===== src/rtl/pong_match_ctl.sv =====
// Match-level sequencer for the pong ball controller: menu, serve countdown,
// arming, rally, point-hold and game-over phases, all outputs registered.
module pong_match_ctl #(
  parameter logic [23:0] TICKS     = 24'd6_500_000,
  parameter logic [1:0]  STEPS     = 2'd3,
  parameter logic [23:0] HOLD      = 24'd13_000_000,
  parameter logic [1:0]  WIN_SCORE = 2'd3
) (
  input  logic       pclk,
  input  logic       rst,
  input  logic       mouse_left,
  input  logic       button_in,
  input  logic [1:0] score_p1,
  input  logic [1:0] score_p2,
  output logic       ball_start,
  output logic       ball_reset,
  output logic [1:0] countdown,
  output logic [2:0] state_out,
  output logic [1:0] winner,
  output logic       game_over
);

  typedef enum logic [2:0] {
    ST_MENU  = 3'd0,
    ST_COUNT = 3'd1,
    ST_ARMED = 3'd2,
    ST_RALLY = 3'd3,
    ST_POINT = 3'd4,
    ST_OVER  = 3'd5
  } state_t;

  state_t      state_q, state_d;
  logic [23:0] tick_q, tick_d;
  logic [1:0]  countdown_q, countdown_d;
  logic        ball_start_q, ball_start_d;
  logic        ball_reset_q, ball_reset_d;
  logic [1:0]  winner_q, winner_d;
  logic        game_over_q, game_over_d;
  logic        mouse_left_q;
  logic        button_q;
  logic [1:0]  s1_q, s2_q;

  logic ml_rise;
  logic pt;

  assign ml_rise = mouse_left & ~mouse_left_q;
  assign pt      = (score_p1 != s1_q) | (score_p2 != s2_q);

  always_ff @(posedge pclk) begin
    if (rst) begin
      state_q      <= ST_MENU;
      tick_q       <= 24'd0;
      countdown_q  <= 2'd0;
      ball_start_q <= 1'b0;
      ball_reset_q <= 1'b0;
      winner_q     <= 2'd0;
      game_over_q  <= 1'b0;
      mouse_left_q <= 1'b0;
      button_q     <= 1'b0;
      s1_q         <= 2'd0;
      s2_q         <= 2'd0;
    end else begin
      state_q      <= state_d;
      tick_q       <= tick_d;
      countdown_q  <= countdown_d;
      ball_start_q <= ball_start_d;
      ball_reset_q <= ball_reset_d;
      winner_q     <= winner_d;
      game_over_q  <= game_over_d;
      mouse_left_q <= mouse_left;
      button_q     <= button_in;
      s1_q         <= score_p1;
      s2_q         <= score_p2;
    end
  end

  always_comb begin
    state_d      = state_q;
    tick_d       = tick_q;
    countdown_d  = countdown_q;
    ball_start_d = ball_start_q;
    ball_reset_d = 1'b0;
    winner_d     = winner_q;
    game_over_d  = game_over_q;

    if (button_in) begin
      // Abort wins over everything; the reset pulse fires only on the press edge.
      state_d      = ST_MENU;
      tick_d       = 24'd0;
      countdown_d  = 2'd0;
      ball_start_d = 1'b0;
      ball_reset_d = ~button_q;
      winner_d     = 2'd0;
      game_over_d  = 1'b0;
    end else begin
      case (state_q)
        ST_MENU: begin
          ball_start_d = 1'b0;
          if (ml_rise) begin
            state_d     = ST_COUNT;
            countdown_d = STEPS;
            tick_d      = 24'd0;
          end
        end
        ST_COUNT: begin
          ball_start_d = 1'b0;
          if (tick_q == TICKS - 24'd1) begin
            tick_d = 24'd0;
            if (countdown_q <= 2'd1) begin
              countdown_d  = 2'd0;
              state_d      = ST_ARMED;
              ball_start_d = 1'b1;
            end else begin
              countdown_d = countdown_q - 2'd1;
            end
          end else begin
            tick_d = tick_q + 24'd1;
          end
        end
        ST_ARMED: begin
          // Level-sensitive serve, mirroring the ball controller's own test.
          ball_start_d = 1'b1;
          if (mouse_left) begin
            state_d = ST_RALLY;
          end
        end
        ST_RALLY: begin
          ball_start_d = 1'b1;
          if (pt) begin
            state_d      = ST_POINT;
            ball_start_d = 1'b0;
            tick_d       = 24'd0;
          end
        end
        ST_POINT: begin
          ball_start_d = 1'b0;
          if (tick_q == HOLD - 24'd1) begin
            tick_d = 24'd0;
            if (score_p1 >= WIN_SCORE) begin
              state_d     = ST_OVER;
              winner_d    = 2'b01;
              game_over_d = 1'b1;
            end else if (score_p2 >= WIN_SCORE) begin
              state_d     = ST_OVER;
              winner_d    = 2'b10;
              game_over_d = 1'b1;
            end else begin
              state_d     = ST_COUNT;
              countdown_d = STEPS;
            end
          end else begin
            tick_d = tick_q + 24'd1;
          end
        end
        ST_OVER: begin
          ball_start_d = 1'b0;
          game_over_d  = 1'b1;
          if (ml_rise) begin
            state_d      = ST_MENU;
            ball_reset_d = 1'b1;
            winner_d     = 2'd0;
            game_over_d  = 1'b0;
          end
        end
        default: begin
          state_d      = ST_MENU;
          tick_d       = 24'd0;
          countdown_d  = 2'd0;
          ball_start_d = 1'b0;
          winner_d     = 2'd0;
          game_over_d  = 1'b0;
        end
      endcase
    end
  end

  assign ball_start = ball_start_q;
  assign ball_reset = ball_reset_q;
  assign countdown  = countdown_q;
  assign state_out  = state_q;
  assign winner     = winner_q;
  assign game_over  = game_over_q;

endmodule

===== config.mk =====
export PLATFORM = sky130hd
export DESIGN_NAME = pong_match_ctl
export DESIGN_NICKNAME = d
export VERILOG_FILES = /design/src/rtl/pong_match_ctl.sv
export SDC_FILE = /design/constraint.sdc
export NUM_CORES = 1
export LEC_CHECK = 0
export CORE_UTILIZATION = 30
export DETAILED_ROUTE_END_ITERATION = 10
export MAX_ROUTING_LAYER = met4
export PLACE_DENSITY = 0.53
export RECOVER_POWER = 100
export SYNTH_ARGS = -nofsm -noshare
export SYNTH_HDL_FRONTEND = slang
export SYNTH_SLANG_ARGS = --single-unit

===== constraint.sdc =====
create_clock -name pclk -period 3.8 [get_ports pclk]
set_input_delay 1.14 -clock pclk [delete_from_list [all_inputs] [get_ports pclk]]
set_output_delay 1.14 -clock pclk [all_outputs]
set_load 0.01 [all_outputs]

==> metrics <==
GPL Wtd Cong=0.824; 1st-iter DRT viols=106; Syn Inst Count=244; routed vias=1803; Hold Buf Count CTS=0; clk sink count=40; Starting Density=31.7%; largest cells by area after synthesis=dfxtp_1, xor2_1, a21oi_1; count of synthesis-stage warnings from yosys=0; Cells after DPL=335; TritonCTS buffer count=5; fin cells=343; final wirelength=4760 um; # Post-CTS Setup Buffers=0; post-layout minimum cycle time=3320 ps; CP required=4030 ps; # DRC=6; Post-Syn Nets=253; Initial DRT Pass Iterations=7; Diodes inserted=0; Ports=18; Setup crit end kind=register; first-pass GRT wire length=8180 um; CTS Root Buffer Type=clkbuf_8; Pleak=0.000843 uW; htree depth=2; Synth area leader=dfxtp_1; max cap viols=0; deepest clock path buffer count=2; input/output buffers=17; final period utilization=87.3%; number of global-route vias before repair=1716; max_slew headroom=48.5%; Die Span X=84.6 um; top-count cell post-synth=dfxtp_1; # rows=29; final clock skew=8.08 ps; RSZ-0062 raised after global routing=false; Avg Cell Area, Syn=8.38 um2; clk_lat worst skew=300 ps; Overflow after GRT=0; core area=6460 um2; Area Overhead vs Synth=17.6%; largest net degree at the start of global routing=23; Die ar.=7150 um2; post-CTS resize count=0; post-route ant nets=0; layout cells sized above 1=7.14%; Slew @ Worst Pin=771 ps; failing checks=DRC; CTS tree=built; status=complete, but fails checks; final-report hold violation count=0; count of different cell masters after synthesis=53; critical path type=in -> reg; Critical Path AT=3550 ps; Pwr Total=854 uW; Total Nets Final=274; f_max=301 MHz; Filler Cells Inserted=674; Via density=5.26; initial antenna violation count=0; ys flop type=dfxtp_1; number of flops mapped to enable cells by yosys=0; hold crit path type=reg -> reg; asr flop ratio synth=0%; power per cell area=355 nW/um2; peak supply drop=131 uV; Final Max Slew Viols=0; Clock transition at path regs=80 ps; Total GRT Usage=15.0%; register area share after synthesis=39.2%; mapped cell area=2040 um2; CP max FO=7; Wirelength per Cell=13.9 um; final setup fails=0; Die Y-Extent=84.6 um; Seq cells post-synth=40; most frequent cells after synthesis=dfxtp_1, nor2_1, nand2_1; setup TNS=0 ps; proportion of netlist area held by the largest area contributor=39.2%; DPL Wire Length=3400 um; Worst setup SP type=input pin
critical path, stage by stage:
cell,delay [ps]
dlygate4sd3_1,580
xor2_1,220
o41ai_1,110
clkbuf_1,120
a311oi_1,450
nand4_1,370
or3_1,410
a21oi_1,150
logic make-up (layout without fill, tap and decap cells):
family / Yosys count / after routing / synth area share (%)
AOI/OAI and AO/OA: 50 / 50 / 17.0
xor gates and xnor gates: 19 / 19 / 8.14
adders and majority gates: 1 / 1 / 0.612
buffers and inverters: 19 / 41 / 3.86
DFF: 40 / 40 / 39.2
muxes: 1 / 1 / 0.490
and+or+nand+nor: 114 / 114 / 30.8
placed cells by master (no fill, tap or decap), types with 2 or more instances in the layout:
| cell | instances |
|---|---|
| a211o_1 | 2 |
| a21oi_1 | 17 |
| a22oi_1 | 2 |
| a311oi_1 | 2 |
| a31oi_1 | 2 |
| and3_1 | 3 |
| and4_1 | 3 |
| buf_4 | 3 |
| clkbuf_1 | 5 |
| clkbuf_8 | 5 |
| clkdlybuf4s50_1 | 4 |
| dfxtp_1 | 40 |
| dlygate4sd3_1 | 13 |
| inv_1 | 9 |
| nand2_1 | 20 |
| nand2b_1 | 3 |
| nand3_1 | 9 |
| nand4_1 | 12 |
| nor2_1 | 22 |
| nor2b_1 | 9 |
| nor3_1 | 8 |
| nor3b_1 | 2 |
| nor4_1 | 3 |
| nor4b_1 | 2 |
| o21ai_0 | 9 |
| o22ai_1 | 2 |
| o31ai_1 | 3 |
| or3_1 | 6 |
| xnor2_1 | 3 |
| xor2_1 | 16 |
final timing paths:
path / from / end / slack (ps) / depth (start not counted)
max reg2reg: tick_q[7] / tick_q[2] / 1020 / 7
min: winner[0] / winner[0] / 490 / 2
max: score_p2[1] / tick_q[23] / 480 / 8
min reg2reg: winner[0] / winner[0] / 490 / 2
through the flow:
step	util, %	cell area [um2]	hold slack (ps)	setup WS [ps]
after floorplan	-	2040	464	1050
after global placement	35.9	2320	467	394
after detailed placement	35.9	2320	479	402
after CTS	37.6	2430	490	667
after global routing	37.2	2400	515	300
final	37.2	2400	488	481
layer usage:
metal / track usage (%) / up-vias / share of wire [%] / wire (um)
met1: 19.5 / 831 / 49 / 2320
li1: - / 923 / - / -
met3: 4.33 / 10 / 4.9 / 232
met5: - / - / 0 / 0
met2: 21.3 / 39 / 44 / 2110
met4: 7.09 / 0 / 2.0 / 97
power by group:
part / switching, uW / leakage, uW / internal (uW) / total (uW)
registers: 6.76 / 0.000324 / 425 / 432
logic: 40.4 / 0.000463 / 31.1 / 71.4
clock network: 156 / 0.0000552 / 195 / 351
total: 203 / 0.000843 / 651 / 854
flip-flops by register name, summed over array words and instances (netlist names):
register,cells
ball_start,1
ball_reset,1
countdown,2
s2_q,2
state_out,3
game_over,1
s1_q,2
mouse_left_q,1
winner,2
tick_q,24
button_q,1
final cells by class:
class | count | area, um2 | share of cell area (%)
flip-flops and latches | 40 | 801 | 33.3
multi-input cells | 185 | 1160 | 48.2
clock buffers | 6 | 72.6 | 3.02
well taps | 77 | 96.3 | 4.01
clock inverters | 2 | 35.0 | 1.46
inverters | 9 | 33.8 | 1.40
repair buffers | 24 | 208 | 8.64
(Power assumes the default switching activity.)
